===== config.mk =====
export PLATFORM = sky130hd
export DESIGN_NAME = me_row_sched_flat
export DESIGN_NICKNAME = d
export VERILOG_FILES = /design/src/rtl/me_dmt_pkg.sv /design/src/rtl/me_row_sched_if.sv /design/src/rtl/me_row_bank_map.sv /design/src/rtl/me_row_sched.sv /design/src/flat_wrapper.sv
export SDC_FILE = /design/constraint.sdc
export NUM_CORES = 1
export LEC_CHECK = 0
export BUFFER_PORTS_ARGS = -buffer_cell sky130_fd_sc_hd__buf_2
export CORE_ASPECT_RATIO = 0.8
export CORE_MARGIN = 2
export CORE_UTILIZATION = 47
export CTS_BUF_LIST = sky130_fd_sc_hd__clkbuf_16
export CTS_CLUSTER_SIZE = 30
export DETAILED_ROUTE_END_ITERATION = 7
export PLACE_DENSITY_LB_ADDON = 0.25
export SKIP_LAST_GASP = 1
export SLEW_MARGIN = 25
export SYNTH_ARGS = -nofsm -noshare
export SYNTH_HDL_FRONTEND = slang
export SYNTH_SLANG_ARGS = --single-unit

===== constraint.sdc =====
create_clock -name clk -period 2.85 [get_ports clk]
set_clock_uncertainty 0.2 [all_clocks]
set_input_delay 0.57 -clock clk [delete_from_list [all_inputs] [get_ports clk]]
set_output_delay 0.57 -clock clk [all_outputs]
set_load 0.02 [all_outputs]

===== src/rtl/me_dmt_pkg.sv =====
// Shared types and default geometry for the ME_DMT reference-row schedulers.
// The three sub-areas tile one search window: rows [0, SA2_BASE), [SA2_BASE, SA3_BASE), [SA3_BASE, LAST_ROW].
package me_dmt_pkg;

   localparam int unsigned DEF_ROW_W    = 7;
   localparam int unsigned DEF_SEL_W    = 4;
   localparam int unsigned DEF_SA2_BASE = 10;
   localparam int unsigned DEF_SA3_BASE = 36;
   localparam int unsigned DEF_LAST_ROW = 63;

   typedef enum logic [1:0] {
      IDLE = 2'd0,
      SCAN = 2'd1,
      DONE = 2'd2
   } sched_state_e;

   localparam logic [1:0] SA_NONE = 2'd0;
   localparam logic [1:0] SA_1    = 2'd1;
   localparam logic [1:0] SA_2    = 2'd2;
   localparam logic [1:0] SA_3    = 2'd3;

endpackage


===== src/rtl/me_row_sched_if.sv =====
// Control and bank-read signals of the row scheduler.
// The master side is the scheduler; the slave side is the ME top controller plus bank read port.
interface me_row_sched_if #(
   parameter int unsigned ROW_W = me_dmt_pkg::DEF_ROW_W,
   parameter int unsigned SEL_W = me_dmt_pkg::DEF_SEL_W
);
   logic             start;
   logic             abort;
   logic             rd_ready;
   logic             rd_valid;
   logic [ROW_W-1:0] row_count;
   logic [1:0]       sub_area;
   logic             sa_first;
   logic [SEL_W-1:0] rdR_sel;
   logic             busy;
   logic             done;

   modport master (
      input  start, abort, rd_ready,
      output rd_valid, row_count, sub_area, sa_first, rdR_sel, busy, done
   );

   modport slave (
      output start, abort, rd_ready,
      input  rd_valid, row_count, sub_area, sa_first, rdR_sel, busy, done
   );
endinterface


===== src/rtl/me_row_bank_map.sv =====
// Combinational row -> sub-area / bank-select decode, shared by the read and write schedulers.
// The offset from the sub-area base is taken at full row width so a base above 15 is never aliased.
module me_row_bank_map
   import me_dmt_pkg::*;
#(
   parameter int unsigned ROW_W    = DEF_ROW_W,
   parameter int unsigned SEL_W    = DEF_SEL_W,
   parameter int unsigned SA2_BASE = DEF_SA2_BASE,
   parameter int unsigned SA3_BASE = DEF_SA3_BASE
) (
   input  logic [ROW_W-1:0] row,
   output logic [1:0]       sub_area,
   output logic [ROW_W-1:0] base,
   output logic [SEL_W-1:0] rdR_sel_next,
   output logic             sa_first
);

   logic [ROW_W-1:0] offset;

   always_comb begin
      sub_area = SA_3;
      base     = ROW_W'(SA3_BASE);
      if (row < ROW_W'(SA2_BASE)) begin
         sub_area = SA_1;
         base     = '0;
      end else if (row < ROW_W'(SA3_BASE)) begin
         sub_area = SA_2;
         base     = ROW_W'(SA2_BASE);
      end
      offset       = row - base;
      rdR_sel_next = offset[SEL_W-1:0];
      sa_first     = (row == base);
   end

endmodule


===== src/rtl/me_row_sched.sv =====
// Reference-row read scheduler for one motion-estimation search window.
// All outputs are registered; the bank map is evaluated on the next row so select and row move together.
module me_row_sched
   import me_dmt_pkg::*;
#(
   parameter int unsigned ROW_W    = DEF_ROW_W,
   parameter int unsigned SEL_W    = DEF_SEL_W,
   parameter int unsigned SA2_BASE = DEF_SA2_BASE,
   parameter int unsigned SA3_BASE = DEF_SA3_BASE,
   parameter int unsigned LAST_ROW = DEF_LAST_ROW
) (
   input  logic           clk,
   input  logic           rst,
   me_row_sched_if.master bus
);

   sched_state_e     state_q, state_d;
   logic [ROW_W-1:0] row_count_q, row_count_d;
   logic [1:0]       sub_area_q, sub_area_d;
   logic [SEL_W-1:0] rdR_sel_q, rdR_sel_d;
   logic             sa_first_q, sa_first_d;
   logic             rd_valid_q, rd_valid_d;
   logic             busy_q, busy_d;
   logic             done_q, done_d;

   logic [ROW_W-1:0] row_nxt;
   logic             scan_nxt;
   logic [1:0]       map_sub_area;
   logic [ROW_W-1:0] unused_map_base;
   logic [SEL_W-1:0] map_sel;
   logic             map_first;

   me_row_bank_map #(
      .ROW_W    (ROW_W),
      .SEL_W    (SEL_W),
      .SA2_BASE (SA2_BASE),
      .SA3_BASE (SA3_BASE)
   ) u_map (
      .row          (row_nxt),
      .sub_area     (map_sub_area),
      .base         (unused_map_base),
      .rdR_sel_next (map_sel),
      .sa_first     (map_first)
   );

   // abort outranks start, accept and the DONE->IDLE return.
   always_comb begin
      state_d = state_q;
      row_nxt = row_count_q;
      unique case (state_q)
         IDLE: begin
            if (!bus.abort && bus.start) begin
               state_d = SCAN;
               row_nxt = '0;
            end
         end
         SCAN: begin
            if (bus.abort) begin
               state_d = IDLE;
            end else if (bus.rd_ready) begin
               if (row_count_q == ROW_W'(LAST_ROW)) state_d = DONE;
               else                                 row_nxt = row_count_q + ROW_W'(1);
            end
         end
         DONE:    state_d = IDLE;
         default: state_d = IDLE;
      endcase

      scan_nxt    = (state_d == SCAN);
      rd_valid_d  = scan_nxt;
      busy_d      = scan_nxt;
      done_d      = (state_d == DONE);
      row_count_d = scan_nxt ? row_nxt : '0;
      sub_area_d  = scan_nxt ? map_sub_area : SA_NONE;
      rdR_sel_d   = scan_nxt ? map_sel : '0;
      sa_first_d  = scan_nxt && map_first;
   end

   always_ff @(posedge clk or posedge rst) begin
      if (rst) begin
         state_q     <= IDLE;
         row_count_q <= '0;
         sub_area_q  <= SA_NONE;
         rdR_sel_q   <= '0;
         sa_first_q  <= 1'b0;
         rd_valid_q  <= 1'b0;
         busy_q      <= 1'b0;
         done_q      <= 1'b0;
      end else begin
         state_q     <= state_d;
         row_count_q <= row_count_d;
         sub_area_q  <= sub_area_d;
         rdR_sel_q   <= rdR_sel_d;
         sa_first_q  <= sa_first_d;
         rd_valid_q  <= rd_valid_d;
         busy_q      <= busy_d;
         done_q      <= done_d;
      end
   end

   assign bus.rd_valid  = rd_valid_q;
   assign bus.row_count = row_count_q;
   assign bus.sub_area  = sub_area_q;
   assign bus.sa_first  = sa_first_q;
   assign bus.rdR_sel   = rdR_sel_q;
   assign bus.busy      = busy_q;
   assign bus.done      = done_q;

endmodule


===== src/flat_wrapper.sv =====
// flat-port wrapper written by rule: the top's interface ports become plain ports
module me_row_sched_flat import me_dmt_pkg::*;
#(
   parameter int unsigned ROW_W    = DEF_ROW_W,
   parameter int unsigned SEL_W    = DEF_SEL_W,
   parameter int unsigned SA2_BASE = DEF_SA2_BASE,
   parameter int unsigned SA3_BASE = DEF_SA3_BASE,
   parameter int unsigned LAST_ROW = DEF_LAST_ROW
)
  (clk, rst, bus_start, bus_abort, bus_rd_ready, bus_rd_valid, bus_row_count, bus_sub_area, bus_sa_first, bus_rdR_sel, bus_busy, bus_done);
  me_row_sched_if #(.ROW_W(ROW_W), .SEL_W(SEL_W)) bus_i ();
  input  logic clk;
  input  logic rst;
  input wire logic [$bits(bus_i.start)-1:0] bus_start;
  input wire logic [$bits(bus_i.abort)-1:0] bus_abort;
  input wire logic [$bits(bus_i.rd_ready)-1:0] bus_rd_ready;
  output wire logic [$bits(bus_i.rd_valid)-1:0] bus_rd_valid;
  output wire logic [$bits(bus_i.row_count)-1:0] bus_row_count;
  output wire logic [$bits(bus_i.sub_area)-1:0] bus_sub_area;
  output wire logic [$bits(bus_i.sa_first)-1:0] bus_sa_first;
  output wire logic [$bits(bus_i.rdR_sel)-1:0] bus_rdR_sel;
  output wire logic [$bits(bus_i.busy)-1:0] bus_busy;
  output wire logic [$bits(bus_i.done)-1:0] bus_done;
  assign bus_i.start = bus_start;
  assign bus_i.abort = bus_abort;
  assign bus_i.rd_ready = bus_rd_ready;
  assign bus_rd_valid = bus_i.rd_valid;
  assign bus_row_count = bus_i.row_count;
  assign bus_sub_area = bus_i.sub_area;
  assign bus_sa_first = bus_i.sa_first;
  assign bus_rdR_sel = bus_i.rdR_sel;
  assign bus_busy = bus_i.busy;
  assign bus_done = bus_i.done;
  me_row_sched #(.ROW_W(ROW_W), .SEL_W(SEL_W), .SA2_BASE(SA2_BASE), .SA3_BASE(SA3_BASE), .LAST_ROW(LAST_ROW)) u_core (.clk(clk), .rst(rst), .bus(bus_i));
endmodule

Yosys cells after proc, flatten, opt, wreduce, memory -nomap -nowiden
Index checks and enable logic that the tools add are counted.
Word-level totals
  flip-flop bits (word level): 18
  bits of input ports: 5
  output and inout bits: 17
  word-level logic and storage cells: 37
Cells by class
  add/subtract/negate cells: 2
  magnitude comparators: 2
  eq/ne operators: 5
  muxes and demuxes: 17
  reduce and logical (&&, ||, !) cells: 4
Operators by type and width (count)
  $mux W7: 5
  $pmux W7 S2: 1
  $mux W2: 6
  $mux W6: 2
  $add A7 B1 Y7 const B: 1
  $eq A7 B6 Y1: 1
  $eq A7 B6 Y1 const B: 1
  $lt A7 B4 Y1 const B: 1
  $lt A7 B6 Y1 const B: 1
  $eq A2 B1 Y1 const B: 2
  $mux W4: 1
  $pmux W2 S2: 1
  $sub A4 B4 Y4: 1
  $eq A2 B2 Y1 const B: 1
  $logic_and A1 B1 Y1: 2
  $logic_not A2 Y1: 1
  $logic_not A1 Y1: 1
  $mux W1: 1

Depth between registers and ports, before layout
  depth after elaboration: 10
  gate-level depth with buffers: 13
  mapped depth without buffers: 13

Hierarchy
A second synthesis with hierarchy kept.
Unflattened totals
  cells, all modules: 126
  area total of the unflattened synthesis: 1177.4 um^2
By module, submodules not included
  me_row_sched: times used 1, cells each 92, area an instance 948.4 um^2, sequential area each 450.4 um^2
  me_row_bank_map: times used 1, cells each 34, area an instance 229.0 um^2, sequential area each 0.0 um^2

Worst setup path after synthesis
No wires, ideal clock.
  path kind: register to register
  from: register u_core.row_count_q[0] (netlist: u_core.bus.row_count[0])
  to: register u_core.sa_first_q (netlist: u_core.bus.sa_first)
  setup time: 0.094 ns
  arrival time: 2.686 ns
  data required time: 2.556 ns
  path slack: -0.130 ns
  stages on the path, launching flop included: 13
  buffers on the path: 0
  period minus slack after synthesis: 2.980 ns
  cells stage by stage: dfrtp_1 > ha_1 > nand4_2 > o211ai_1 > mux2i_1 > nor3_1 > o21ai_0 > inv_1 > ha_1 > nand3_1 > a21oi_1 > nand3_1 > a211oi_1
Between the ends
  cells in the longest elaborated chain, start to end: 10
  elaborated cells on any way between the ends: 18
  those cells by class: add/sub: 1; order compare: 2; eq/ne: 3; mux: 11; reduce/logical: 1
RTL lines
  from (decl): line me_row_sched.sv:18  | logic [ROW_W-1:0] row_count_q, row_count_d;
  from (signal assigned): line me_row_sched.sv:91  | row_count_q <= row_count_d;
  $add A7 B1 Y7 / $eq A7 B6 Y1 (equally long branches): line me_row_sched.sv:62, me_row_sched.sv:61
  $mux W7: line me_row_sched.sv:61  | if (row_count_q == ROW_W'(LAST_ROW)) state_d = DONE;
  $mux W7: line me_row_sched.sv:60  | end else if (bus.rd_ready) begin
  $mux W7: line me_row_sched.sv:58  | if (bus.abort) begin
  $pmux W7 S2: line me_row_sched.sv:50  | unique case (state_q)
  $lt A7 B6 Y1: line me_row_bank_map.sv:26  | end else if (row < ROW_W'(SA3_BASE)) begin
  $mux W6: line me_row_bank_map.sv:26
  $mux W6: line me_row_bank_map.sv:23  | if (row < ROW_W'(SA2_BASE)) begin
  $eq A7 B6 Y1: line me_row_bank_map.sv:32  | sa_first = (row == base);
  $logic_and A1 B1 Y1 *: line me_row_sched.sv:76  | sa_first_d = scan_nxt && map_first;
  via u_core.sa_first_d: line me_row_sched.sv:21  | logic sa_first_q, sa_first_d;
  to (signal assigned): line me_row_sched.sv:94  | sa_first_q <= sa_first_d;
  to (decl): line me_row_sched.sv:21
Mark *: on every way through the listed nets, which the timed path passes. The rest lies on a longest branch.

Worst setup path after layout
  from: register u_core.row_count_q[1] (netlist: u_core.bus.row_count[1])
  to: register u_core.rdR_sel_q[3] (netlist: u_core.bus.rdR_sel[3])
Between the ends
  cells in the longest elaborated chain, start to end: 10
  elaborated cells on any way between the ends: 18
  those cells by class: add/sub: 2; order compare: 2; eq/ne: 2; mux: 12
RTL lines
  $add A7 B1 Y7 / $eq A7 B6 Y1 (equally long branches): line me_row_sched.sv:62, me_row_sched.sv:61
  $mux W7: line me_row_sched.sv:61
  $mux W7: line me_row_sched.sv:60
  $mux W7: line me_row_sched.sv:58
  $pmux W7 S2: line me_row_sched.sv:50
  $lt A7 B6 Y1: line me_row_bank_map.sv:26
  $mux W6: line me_row_bank_map.sv:26
  $mux W6: line me_row_bank_map.sv:23
  $sub A4 B4 Y4: line me_row_bank_map.sv:30  | offset = row - base;
  $mux W4 *: line me_row_sched.sv:75  | rdR_sel_d = scan_nxt ? map_sel : '0;
  via u_core.rdR_sel_d[3]: line me_row_sched.sv:20  | logic [SEL_W-1:0] rdR_sel_q, rdR_sel_d;
  to (signal assigned): line me_row_sched.sv:93  | rdR_sel_q <= rdR_sel_d;
  to (decl): line me_row_sched.sv:20
Marks and branches as above.

==> run_summary.xml <==
<?xml version="1.0" encoding="UTF-8"?>
<metrics>
  <group name="run_status">
    <metric name="status" unit="">finished with violations</metric>
    <metric name="failed_checks" unit="">negative setup slack</metric>
  </group>
  <group name="clock_tree">
    <metric name="htreeDepth" unit="">1</metric>
    <metric name="tritoncts" unit="">yes</metric>
    <metric name="cts_hold_repair.buffers" unit="">0</metric>
    <metric name="numCtsBuffers" unit="">3</metric>
    <metric name="ctsLongestPathBuffers" unit="">2</metric>
    <metric name="cts.clk_slew.worst_paths" unit="ps">50</metric>
    <metric name="cts-root-buf" unit="">sky130_fd_sc_hd__clkbuf_16</metric>
    <metric name="clock_latency" unit="ps">250</metric>
    <metric name="cts.sink_count" unit="">17</metric>
  </group>
  <group name="final_layout">
    <metric name="final_net_count" unit="">164</metric>
    <metric name="layout-area-overhead-vs-synth" unit="%">52.4</metric>
    <metric name="fin_cells" unit="">179</metric>
    <metric name="antenna_cells" unit="">0</metric>
    <metric name="layout-drive-gt1-share" unit="">0.571</metric>
    <metric name="fin_area" unit="sq um">1560</metric>
  </group>
  <group name="power_and_ir_drop">
    <metric name="total_leakage_power" unit="nW">0.805</metric>
    <metric name="power_density" unit="nW/um^2">389</metric>
    <metric name="ir_drop" unit="V">0.000430</metric>
  </group>
  <group name="timing">
    <metric name="fmax" unit="MHz">350</metric>
    <metric name="setup_viol_count_final" unit="">1</metric>
    <metric name="slew_violations" unit="">0</metric>
    <metric name="final.min_clock_period" unit="ps">2860</metric>
    <metric name="final.setup.worst_slack" unit="ps">-6.00</metric>
    <metric name="post-route-period-util" unit="">1.00</metric>
    <metric name="fin_setup_tns" unit="ps">-6.00</metric>
    <metric name="timing_hold_violations_final" unit="">0</metric>
    <metric name="grt_setup_unrepaired" unit="">true</metric>
    <metric name="slew_headroom" unit="">0.557</metric>
    <metric name="tightest_slew" unit="ps">664</metric>
  </group>
  <group name="synth">
    <metric name="count_of_unique_library_cells_instantiated_by_yosys" unit="">42</metric>
    <metric name="synth_most_common_cell" unit="">sky130_fd_sc_hd__dfrtp_1</metric>
    <metric name="sequential_area_share_after_synthesis" unit="">0.415</metric>
    <metric name="synth.top_cells.by_count" unit="">sky130_fd_sc_hd__dfrtp_1 (17), sky130_fd_sc_hd__nor2_1 (16), sky130_fd_sc_hd__inv_1 (6)</metric>
    <metric name="ff_latch_count_synth" unit="">17</metric>
    <metric name="async_reset_ff_frac" unit="">1.00</metric>
    <metric name="synth-warning-count" unit="">0</metric>
    <metric name="synth_area_leaders" unit="">sky130_fd_sc_hd__dfrtp_1 (42%), sky130_fd_sc_hd__nor2_1 (5.9%), sky130_fd_sc_hd__ha_1 (3.7%)</metric>
    <metric name="mappedNetlistNets" unit="">109</metric>
    <metric name="synth-edff-count" unit="">0</metric>
    <metric name="yosys_most_used_dff" unit="">sky130_fd_sc_hd__dfrtp_1</metric>
    <metric name="synthesis.area_per_instance" unit="sq um">10.2</metric>
    <metric name="yosysTopAreaCell" unit="">sky130_fd_sc_hd__dfrtp_1</metric>
    <metric name="yosys.area.top_type_share" unit="">0.415</metric>
    <metric name="syn-cell-area" unit="sq um">1020</metric>
    <metric name="syn_inst" unit="">100</metric>
  </group>
  <group name="detailed_routing">
    <metric name="vias_per_cell" unit="">5.50</metric>
    <metric name="met2_wirelength" unit="um">1560</metric>
    <metric name="postRouteAntennaNets" unit="">0</metric>
    <metric name="drc" unit="">0</metric>
    <metric name="drc_violation_total_after_the_first_tritonroute_iteration" unit="">32</metric>
    <metric name="routed-wl-met3" unit="um">155</metric>
    <metric name="routedWlPerCell" unit="um">17.6</metric>
    <metric name="drtPass1Iterations" unit="">4</metric>
    <metric name="dr.max_layer_used" unit="">met4</metric>
    <metric name="route.vias.total" unit="">984</metric>
    <metric name="wl_met1" unit="um">1350</metric>
    <metric name="detail_route.wirelength" unit="um">3160</metric>
  </group>
  <group name="job">
    <metric name="drv_cap" unit="">0</metric>
  </group>
  <group name="place">
    <metric name="hpwlAfterDp" unit="um">2110</metric>
    <metric name="routabilityCongestion" unit="">0.899</metric>
    <metric name="dp.cells" unit="">165</metric>
    <metric name="detailedPlace.worstSlack" unit="ps">-234</metric>
    <metric name="dpl-instance-area" unit="sq um">1320</metric>
    <metric name="placement.io_buffers" unit="">21</metric>
  </group>
  <group name="floorplan">
    <metric name="fp.dieW" unit="um">56.2</metric>
    <metric name="ioPinCount" unit="">22</metric>
    <metric name="core_ar" unit="sq um">2100</metric>
    <metric name="placementRows" unit="">15</metric>
    <metric name="die-area" unit="sq um">2570</metric>
    <metric name="die_height" unit="um">45.8</metric>
    <metric name="initial_utilization" unit="">0.488</metric>
  </group>
  <group name="global_route">
    <metric name="first_pass_grt_wire_length" unit="um">4450</metric>
    <metric name="grt_start_max_net_pins" unit="">18</metric>
    <metric name="antenna_found_initial" unit="">0</metric>
    <metric name="global_route.overflow_total" unit="">0</metric>
    <metric name="number_of_global_route_vias_before_repair" unit="">935</metric>
    <metric name="grt_util_all_layers" unit="">0.235</metric>
  </group>
  <group name="worst_hold_path">
    <metric name="timing.hold.worst.class" unit="">input pin to asynchronous set/reset pin</metric>
  </group>
  <group name="worst_setup_path">
    <metric name="critical_path.endpoint_type" unit="">flip-flop</metric>
    <metric name="kind_of_critical_path" unit="">flip-flop to flip-flop</metric>
    <metric name="crit_arrival" unit="ps">2810</metric>
    <metric name="critPathLaunchType" unit="">flip-flop</metric>
    <metric name="critical_path_required" unit="ps">2810</metric>
    <metric name="critical_path.max_fanout" unit="">4</metric>
  </group>
</metrics>
## per-layer routing
layer / GRT usage / vias to the layer above
li1: - / 462
met1: 0.292 / 475
met2: 0.407 / 37
met3: 0.0597 / 10
met4: 0.0857 / 0
met5: 0 / -
## layout by cell type, fill, tap and decap left out, drive strengths merged, types with 2 or more instances in the layout
cell	n
nor2	16
and2	5
dfrtp	17
mux2	3
a31oi	3
a21oi	4
and3	2
buf	54
inv	7
nand3	4
a21o	2
ha	3
clkbuf	3
nand2	5
o21ai	4
o211ai	3
mux2i	3
## worst max-delay path, cell delays in order, from the launching register on
cell,delay (ps)
sky130_fd_sc_hd__dfrtp_2,390
sky130_fd_sc_hd__ha_4,160
sky130_fd_sc_hd__nand4_4,140
sky130_fd_sc_hd__buf_6,160
sky130_fd_sc_hd__buf_4,120
sky130_fd_sc_hd__buf_4,120
sky130_fd_sc_hd__a2bb2oi_1,150
sky130_fd_sc_hd__o31ai_1,320
sky130_fd_sc_hd__o21ai_1,160
sky130_fd_sc_hd__buf_4,170
sky130_fd_sc_hd__fa_2,380
sky130_fd_sc_hd__xnor2_1,130
sky130_fd_sc_hd__nor2_1,160
## flip-flops by register name, summed over array words and instances, names as in the netlist
name	count
u_core.bus.done	1
u_core.bus.row_count	7
u_core.state_q	2
u_core.bus.sa_first	1
u_core.bus.sub_area	2
u_core.bus.rdR_sel	3
u_core.bus.rd_valid	1
## logic make-up (layout without fill, tap and decap cells)
family | after synthesis | in the layout | share of synthesized area
compound gates | 24 | 24 | 0.189
xor+xnor | 1 | 1 | 0.00855
fa+ha+maj | 4 | 4 | 0.0562
buf+inv | 10 | 64 | 0.0525
flops | 17 | 17 | 0.415
mux | 6 | 6 | 0.0781
simple gates | 38 | 38 | 0.200
## report_power, final
group	switching [mW]	total [mW]	internal [mW]
Combinational	0.0445	0.0708	0.0263
Clock	0.0957	0.282	0.186
Sequential	0.00498	0.254	0.249
Total	0.145	0.607	0.462
## repair_timing
action / in CTS / in global routing
setup endpoints to repair: 3 / 3
gates resized for setup: 4 / 12
pin swaps: 3 / 8
setup buffers: 3 / 7
hold endpoints to repair: 0 / 0
## per-stage QoR
| step | utilization | hold slack [ps] | total power, mW |
|---|---|---|---|
| global route | 0.743 | 285 | 0.621 |
| floorplan | - | 296 | 0.305 |
| CTS | 0.686 | 233 | 0.603 |
| finish | 0.743 | 204 | 0.607 |
| global placement | 0.630 | 425 | 0.322 |
| detailed placement | 0.630 | 446 | 0.324 |
## cell type report
| type | instances | area (sq um) |
|---|---|---|
| well taps | 25 | 31.3 |
| inverters | 6 | 22.5 |
| repair buffers | 54 | 357 |
| flip-flops and latches | 17 | 430 |
| clock inverters | 1 | 3.75 |
| clock buffers | 3 | 75.1 |
| fillers | 155 | 541 |
| multi-input cells | 73 | 642 |
## worst paths after layout
path,startpoint,end,slack (ps),cells past startpoint
min in group clk,u_core.state_q[1],u_core.bus.row_count[0],460,3
max in group asynchronous,rst,u_core.bus.row_count[3],1770,2
worst max register to register,u_core.bus.row_count[1],u_core.bus.rdR_sel[3],-6,12
worst max-delay path,u_core.bus.row_count[1],u_core.bus.rdR_sel[3],-6,12
worst min register to register,u_core.state_q[1],u_core.bus.row_count[0],460,3
worst min-delay path,rst,u_core.bus.sub_area[0],200,2
(Power assumes the default switching activity.)
